$ cat src/rtl/gcd_unit.sv
// GCD engine: one job at a time, valid/ready on both sides, selectable
// subtractive Euclid (MODE 0) or binary Stein (MODE 1) datapath.
module gcd_unit #(
  parameter int WIDTH = 16,
  parameter int MODE  = 0,
  parameter int CNT_W = 16
) (
  input  logic             clk,
  input  logic             reset,
  input  logic             in_valid,
  output logic             in_ready,
  input  logic [WIDTH-1:0] in_a,
  input  logic [WIDTH-1:0] in_b,
  output logic             out_valid,
  input  logic             out_ready,
  output logic [WIDTH-1:0] result,
  output logic [CNT_W-1:0] cycles,
  output logic             busy
);

  localparam int KW = $clog2(WIDTH) + 1;

  typedef enum logic [2:0] {IDLE, TEST, SWAP, SUBT, DONE} state_t;

  state_t           state_reg, state_next;
  logic [WIDTH-1:0] a_reg, a_next;
  logic [WIDTH-1:0] b_reg, b_next;
  logic [KW-1:0]    k_reg, k_next;
  logic [WIDTH-1:0] result_reg, result_next;
  logic [CNT_W-1:0] cycles_reg, cycles_next;
  logic [CNT_W-1:0] cycles_inc;

  assign cycles_inc = (cycles_reg == {CNT_W{1'b1}}) ? cycles_reg : cycles_reg + 1'b1;

  always_ff @(posedge clk) begin
    if (reset) begin
      state_reg  <= IDLE;
      a_reg      <= '0;
      b_reg      <= '0;
      k_reg      <= '0;
      result_reg <= '0;
      cycles_reg <= '0;
    end else begin
      state_reg  <= state_next;
      a_reg      <= a_next;
      b_reg      <= b_next;
      k_reg      <= k_next;
      result_reg <= result_next;
      cycles_reg <= cycles_next;
    end
  end

  always_comb begin
    state_next  = state_reg;
    a_next      = a_reg;
    b_next      = b_reg;
    k_next      = k_reg;
    result_next = result_reg;
    cycles_next = cycles_reg;
    case (state_reg)
      IDLE: begin
        if (in_valid) begin
          a_next      = in_a;
          b_next      = in_b;
          k_next      = '0;
          cycles_next = '0;
          state_next  = TEST;
        end
      end
      TEST: begin
        cycles_next = cycles_inc;
        // k stays 0 in MODE 0, so the shift is a no-op there.
        if (a_reg == '0 || b_reg == '0) begin
          result_next = (a_reg | b_reg) << k_reg;
          state_next  = DONE;
        end else if (a_reg == b_reg) begin
          result_next = a_reg << k_reg;
          state_next  = DONE;
        end else if (MODE == 1 && !a_reg[0] && !b_reg[0]) begin
          a_next = a_reg >> 1;
          b_next = b_reg >> 1;
          k_next = k_reg + 1'b1;
        end else if (MODE == 1 && !a_reg[0]) begin
          a_next = a_reg >> 1;
        end else if (MODE == 1 && !b_reg[0]) begin
          b_next = b_reg >> 1;
        end else if (a_reg < b_reg) begin
          state_next = SWAP;
        end else begin
          state_next = SUBT;
        end
      end
      SWAP: begin
        cycles_next = cycles_inc;
        a_next      = b_reg;
        b_next      = a_reg;
        state_next  = SUBT;
      end
      SUBT: begin
        cycles_next = cycles_inc;
        a_next      = a_reg - b_reg;
        state_next  = TEST;
      end
      DONE: begin
        if (out_ready) state_next = IDLE;
      end
      default: state_next = IDLE;
    endcase
  end

  assign in_ready  = (state_reg == IDLE);
  assign out_valid = (state_reg == DONE);
  assign busy      = (state_reg == TEST) || (state_reg == SWAP) || (state_reg == SUBT);
  assign result    = result_reg;
  assign cycles    = cycles_reg;

endmodule

$ cat config.mk
export PLATFORM = sky130hd
export DESIGN_NAME = gcd_unit
export DESIGN_NICKNAME = d
export VERILOG_FILES = /design/src/rtl/gcd_unit.sv
export SDC_FILE = /design/constraint.sdc
export NUM_CORES = 1
export LEC_CHECK = 0
export ABC_AREA = 1
export ABC_CLOCK_PERIOD_IN_PS = 2300
export CAP_MARGIN = 10
export CORE_MARGIN = 2
export CORE_UTILIZATION = 46
export DETAILED_ROUTE_END_ITERATION = 10
export PLACE_DENSITY_LB_ADDON = 0.15
export REMOVE_ABC_BUFFERS = 1
export SLEW_MARGIN = 20
export SYNTH_ARGS = -nofsm -noshare
export SYNTH_HDL_FRONTEND = slang
export SYNTH_SLANG_ARGS = --single-unit
$ cat constraint.sdc
create_clock -name clk -period 2.3 [get_ports clk]
set_input_delay 0.345 -clock clk [delete_from_list [all_inputs] [get_ports clk]]
set_output_delay 0.345 -clock clk [all_outputs]
set_load 0.01 [all_outputs]
==> results by group, run 1 <==
GRT
  – Vias in the first global route: between 4000 and 5000
  – Largest net degree at the start of global routing: 33
  – Grt ovf: 0
  – First-pass GRT wire length: 23300 um
  – Tot GR Track Use: 0.262
  – Initial antenna violation count: 0

Setup path
  – R2R Path End: a_reg[11]
  – CP max-delay cell: clkdlybuf4s50_1
  – CP max stage delay: roughly 0.58 ns
  – Critical path class: register to output port
  – Register-to-register setup slack: between 0.2 and 0.3 ns
  – CP dominant cell by count: inv_2
  – CP Max Fanout: 8
  – Arrival time at the worst endpoint: between 1.5 and 2 ns
  – CP startpoint kind: register
  – Worst EP required: about 2 ns
  – Critical Path Stages: 5
  – R2R Path Start: a_reg[1]
  – Crit-path cells: inv_2 > nand2_1 > inv_2 > nor2_4 > clkdlybuf4s50_1
  – Cells on worst reg2reg path: 9
  – CP startpoint: state_reg[1]
  – CP endpoint kind: output port
  – CP Buf/Inv Count: 3
  – Worst setup path end: busy
  – CP top delay family: buffers and inverters

Pwr
  – PwrDens: ~1300 mW/mm^2
  – Total Power: between 7 and 8 mW
  – VDD IR-drop max: between 0.5 and 0.6 mV
  – Leakage: 2.59 nW

Route
  – Routed length per instance: between 10 and 15 um
  – DRC: 0
  – Met1 WL: ~6400 um
  – Via count: about 5000
  – DRT Wirelength: approximately 14000 um
  – ANT nets after route: 0
  – Initial DRC Count: approximately 340
  – Met3 wire length: 616 um
  – Top sig layer: met4
  – Met2 routed WL: between 6000 and 7000 um
  – Vias per inst: between 5 and 6
  – Pre-antenna DRT Iters: 5

STA
  – Slew Limit Fails: 0
  – Final setup vio count: 0
  – Final worst setup slack: about 0.18 ns
  – Tmin final: between 2 and 2.5 ns
  – RSZ-0062 raised after global routing: false
  – Max Clock Skew: 0.00592 ns
  – Final hold violation count: 0
  – Setup tns final: 0 ns
  – Fmax: 471 MHz
  – Hold Worst Slack: between 0.5 and 0.6 ns
  – Worst Tran Pin Value: about 0.60 ns
  – Fin crit share: 0.923
  – Worst slew margin: 0.602

Cells and area
  – Antenna cells: 0
  – Share of layout cells above drive strength 1: 0.0699
  – Final Net Count: 910
  – Area growth, synth to finish: 23.1%
  – Commonest non-fill, non-tap cell in the layout: nand2_1
  – Commonest non-fill, non-tap cells in the layout: nand2_1 (199), inv_1 (103), nor2_1 (97)
  – Fin area: 0.00581 mm^2

Outcome
  – Status: finished, final reports clean

Die
  – Chip height: approximately 110 um
  – Die ar.: between 0.01 and 0.015 mm^2
  – Chip width: around 110 um
  – I/O pin count: between 70 and 80
  – Core area: 0.00986 mm^2
  – # rows: 36
  – Starting Density: 0.479

Clocking
  – Clk root buf: clkbuf_8
  – Hold_buf cts: 0
  – CTS Buf Count: 9
  – Clock Path Buffers: 2
  – Num Clock Sinks: 67
  – CTS tree: done
  – Clock-pin slew on the worst setup and hold paths: approximately 0.07 ns
  – H-tree depth: 3
  – Worst skew pair latency: about 0.36 ns

Synth
  – Mux contribution to synthesized area: 0
  – Netlist cell types: 35
  – Simple logic cell fraction of the synthesized area: 0.338
  – Synth Area in XOR/XNOR: 0.00742
  – Post-synth top area cell: dfxtp_1
  – Yosys warns: 0
  – Synth area leaders: dfxtp_1 (28%), nand2_1 (16%), ha_1 (8.7%), inv_1 (8.2%), nor2_1 (7.9%)
  – Mean post-synth cell area: just over 6 um^2
  – Synth Instances: 765
  – Largest family of logic cells by synthesized area: simple AND/OR/NAND/NOR gates
  – Adder-Cell Fraction of Synth Area: 0.0917
  – Register area share after synthesis: 0.284
  – Synthesis-stage register bit count: 67
  – Area share of the leading cell type in the synthesized netlist: 0.284
  – Compound-Gate Fraction of Synth Area: 0.166
  – Mapped Area: approximately 0.0047 mm^2

Placed design
  – Placed instance area: about 0.0056 mm^2
  – DP HPWL: 10500 um
  – GP Congestion: 0.939
  – Dpl ws: roughly 0.17 ns
  – Port bufs: 70

Job
  – Max-Cap Viols: 0

Worst hold path
  – Hold Path Class: register to register
==> where the power goes <==
group          switching, mW  internal, mW  total [mW]
clock network          0.475         0.554        1.03
registers              0.243          1.49        1.73
logic                   3.36          1.70        5.06
total                   4.08          3.74        7.82
==> metrics by stage <==
stage / util / cells
2_1_floorplan: - / 740
3_3_place_gp: 0.569 / 962
3_5_place_dp: 0.569 / 962
4_1_cts: 0.589 / 977
5_1_grt: 0.589 / 977
6_report: 0.589 / 977
==> synthesized netlist by cell type, drive strengths merged <==
cell type  number
nand3b          1
o221ai          1
nor3           17
or2             3
ha             33
nand3          42
nand4          13
a21oi          73
xor2            4
o211ai          1
inv           110
a31o            1
a221oi         11
o21bai          2
and2            1
o21ai          49
dfxtp          67
a41oi           3
nor2          105
buf            14
nand2         202
fa              1
clkbuf         11
==> worst register-to-register path: stages, from the launching register on <==
cell	delay, ns
dfxtp_1	0.44
inv_1	0.11
ha_1	0.35
o21ai_0	0.32
nand3_1	0.16
nand2_1	0.19
nand2_1	0.10
nand3_1	0.08
nand3_1	0.09
a21oi_1	0.14
==> how the worst min path moves through the flow <==
stage	startpoint	slack, ns	cells past startpoint	endpoint
floorplan	reset	0.41	1	cycles[4]
global placement	b_reg[1]	0.50	2	a_reg[1]
detailed placement	b_reg[1]	0.50	2	a_reg[1]
CTS	b_reg[1]	0.52	2	a_reg[1]
global route	result[8]	0.54	4	result[8]
finish	result[12]	0.52	4	result[12]
==> cells by family (layout without fill, tap and decap cells) <==
kind of cell / after synthesis / count (layout)
AO/OA/AOI/OAI: 141 / 141
XOR/XNOR: 4 / 4
adder cells (fa/ha/maj): 34 / 34
buffers and inverters: 135 / 214
flip-flops: 67 / 67
AND/OR/NAND/NOR: 384 / 384
==> metal layers <==
| layer | track usage | vias up |
|---|---|---|
| li1 | - | 2605 |
| met1 | 0.328 | 2304 |
| met2 | 0.455 | 123 |
| met3 | 0.0371 | 16 |
| met4 | 0.0981 | 0 |
| met5 | 0 | - |
==> final cells by class <==
type | instances | area, um^2
Clock buffer | 13 | 159
Clock inverter | 2 | 35.0
Fill cell | 972 | 4050
Inverter | 110 | 413
Multi-Input combinational cell | 563 | 2860
Sequential cell | 67 | 1340
Tap cell | 133 | 166
Timing Repair Buffer | 89 | 843
==> timing repair <==
| action | CTS | global route |
|---|---|---|
| buffers inserted | 0 | 0 |
| setup endpoints to repair | 0 | 14 |
| resized for setup | 0 | 3 |
No activity file was read; power rests on OpenSTA's default activity.
==> inputs of run 2 (changes only) <==
- GPL_ROUTABILITY_DRIVEN: default -> 0
- HOLD_SLACK_MARGIN: default -> 0.15
==> run 2 against run 1 <==
  * Highest routed layer unchanged
  * Via count up 0.69%
  * Clock-buffer cell count down 2
  * Die area unchanged
  * Cell area up 0.43%
  * Utilization up 0.25 points
  * Critical path type unchanged
  * Non-clock buffer count down 1
  * Cell count unchanged
==> results by group, run 2 (synthesis results as in run 1) <==
Placed design
  – Placed cell count: ~960
  – DP HPWL: between 9000 and 10000 um
  – Port bufs: 70

Route
  – Routed length per instance: between 10 and 15 um
  – DRT Wirelength: ~13000 um
  – Vias per inst: roughly 5.2
  – ANT nets after route: 0
  – Initial DRC Count: 293
  – Pre-antenna DRT Iters: 5
  – DRC: 0
  – Via count: ~5100

Cells and area
  – Finished Layout Cells: about 980
  – Area growth, synth to finish: 23.7%
  – Commonest non-fill, non-tap cells in the layout: nand2_1 (199), inv_1 (103), nor2_1 (97)
  – Final Net Count: 909
  – Antenna cells: 0
  – Share of layout cells above drive strength 1: 0.0746
  – Commonest non-fill, non-tap cell in the layout: nand2_1

Setup path
  – Critical path class: register to output port
  – CP endpoint kind: output port
  – Register-to-register setup slack: around 0.23 ns
  – Arrival time at the worst endpoint: 1.80 ns
  – CP startpoint kind: register
  – CP Max Fanout: 8
  – Worst EP required: 1.96 ns

Die
  – Core area: 0.00986 mm^2
  – Die ar.: 0.0111 mm^2
  – Starting Density: 0.479
  – # rows: 36
  – Chip height: approximately 110 um
  – Chip width: around 110 um
  – I/O pin count: around 70

STA
  – Final setup vio count: 0
  – Slew Limit Fails: 0
  – Fmax: between 400 and 500 MHz
  – RSZ-0062 raised after global routing: false
  – Max Clock Skew: 0.0153 ns
  – Worst Tran Pin Value: between 0.5 and 0.6 ns
  – Worst slew margin: 0.613
  – Fin crit share: 0.931
  – Tmin final: about 2.1 ns
  – Final hold violation count: 0
  – Setup tns final: 0 ns

Clocking
  – Clock Path Buffers: 2
  – Worst skew pair latency: about 0.35 ns
  – H-tree depth: 3
  – Num Clock Sinks: 67
  – CTS Buf Count: 9
  – Clock-pin slew on the worst setup and hold paths: ~0.090 ns
  – Clk root buf: clkbuf_8
  – Hold_buf cts: 0
  – CTS tree: done
  – Setup bufs post-CTS: 0

GRT
  – Largest net degree at the start of global routing: 33
  – Initial antenna violation count: 0
  – First-pass GRT wire length: roughly 22000 um
  – Tot GR Track Use: 0.247
  – Grt ovf: 0
  – Vias in the first global route: around 4800

Pwr
  – VDD IR-drop max: 0.576 mV
  – PwrDens: ~1300 mW/mm^2
  – Leakage: approximately 2.6 nW

Outcome
  – Status: finished, final reports clean

Worst hold path
  – Hold Path Class: register to register

Job
  – Max-Cap Viols: 0
## run 2: cell types whose count changed in the layout (fill, tap and decap cells not counted), sizes merged
cell / previous run / this run
clkbuf: 13 / 11
buf: 19 / 18
clkinv: 1 / 2
inv: 110 / 111
clkinvlp: 0 / 1
## run 2: cell type report
| type | count | area, um^2 |
|---|---|---|
| repair buffers | 88 | 836 |
| flip-flops and latches | 67 | 1340 |
| clock buffers | 11 | 151 |
| inverters | 110 | 413 |
| well taps | 133 | 166 |
| clock inverters | 5 | 60.1 |
| multi-input cells | 563 | 2870 |
| fillers | 979 | 4030 |
## run 2: through the flow
| stage | cell area [um^2] | hold slack [ns] | total power, mW | utilization | worst slack (ns) |
|---|---|---|---|---|---|
| final | 5840 | 0.516 | 7.84 | 0.592 | 0.159 |
| after global routing | 5840 | 0.554 | 8.60 | 0.592 | 0.00219 |
| after CTS | 5820 | 0.523 | 7.72 | 0.590 | 0.128 |
| after detailed placement | 5610 | 0.508 | 6.63 | 0.568 | 0.149 |
| after global placement | 5610 | 0.497 | 6.56 | 0.568 | 0.166 |
| after floorplan | 4600 | 0.407 | 5.15 | - | 0.135 |
## run 2: final timing paths
check	cells past startpoint	end	from
worst min register to register	2	a_reg[1]	b_reg[1]
worst min-delay path	2	a_reg[1]	b_reg[1]
worst max register to register	11	result[6]	a_reg[12]
worst max-delay path	5	busy	state_reg[1]
## run 2: what timing repair did
item                                    4_1_cts  5_1_grt
hold endpoints to repair                      0        0
gates resized for setup                       0        6
endpoints found under the setup margin        0       16
## run 2: layer usage
metal / routed length (um) / share of wire / GRT usage
met4: 231 / 0.017 / 0.0686
met1: 6180 / 0.46 / 0.315
met2: 6410 / 0.48 / 0.439
met5: 0 / 0 / 0
met3: 623 / 0.046 / 0.0278
## run 2: power by group
part / leakage, nW / internal, mW / switching, mW
Clock: 0.106 / 0.565 / 0.511
Sequential: 0.549 / 1.49 / 0.241
Combinational: 1.95 / 1.70 / 3.33
## run 2: critical path, cell delays in order, from the launching register on
cell and delay [ns]:
dfxtp_1 0.41, inv_2 0.04, nand2_1 0.11, inv_2 0.06, nor2_4 0.22, clkdlybuf4s50_1 0.59
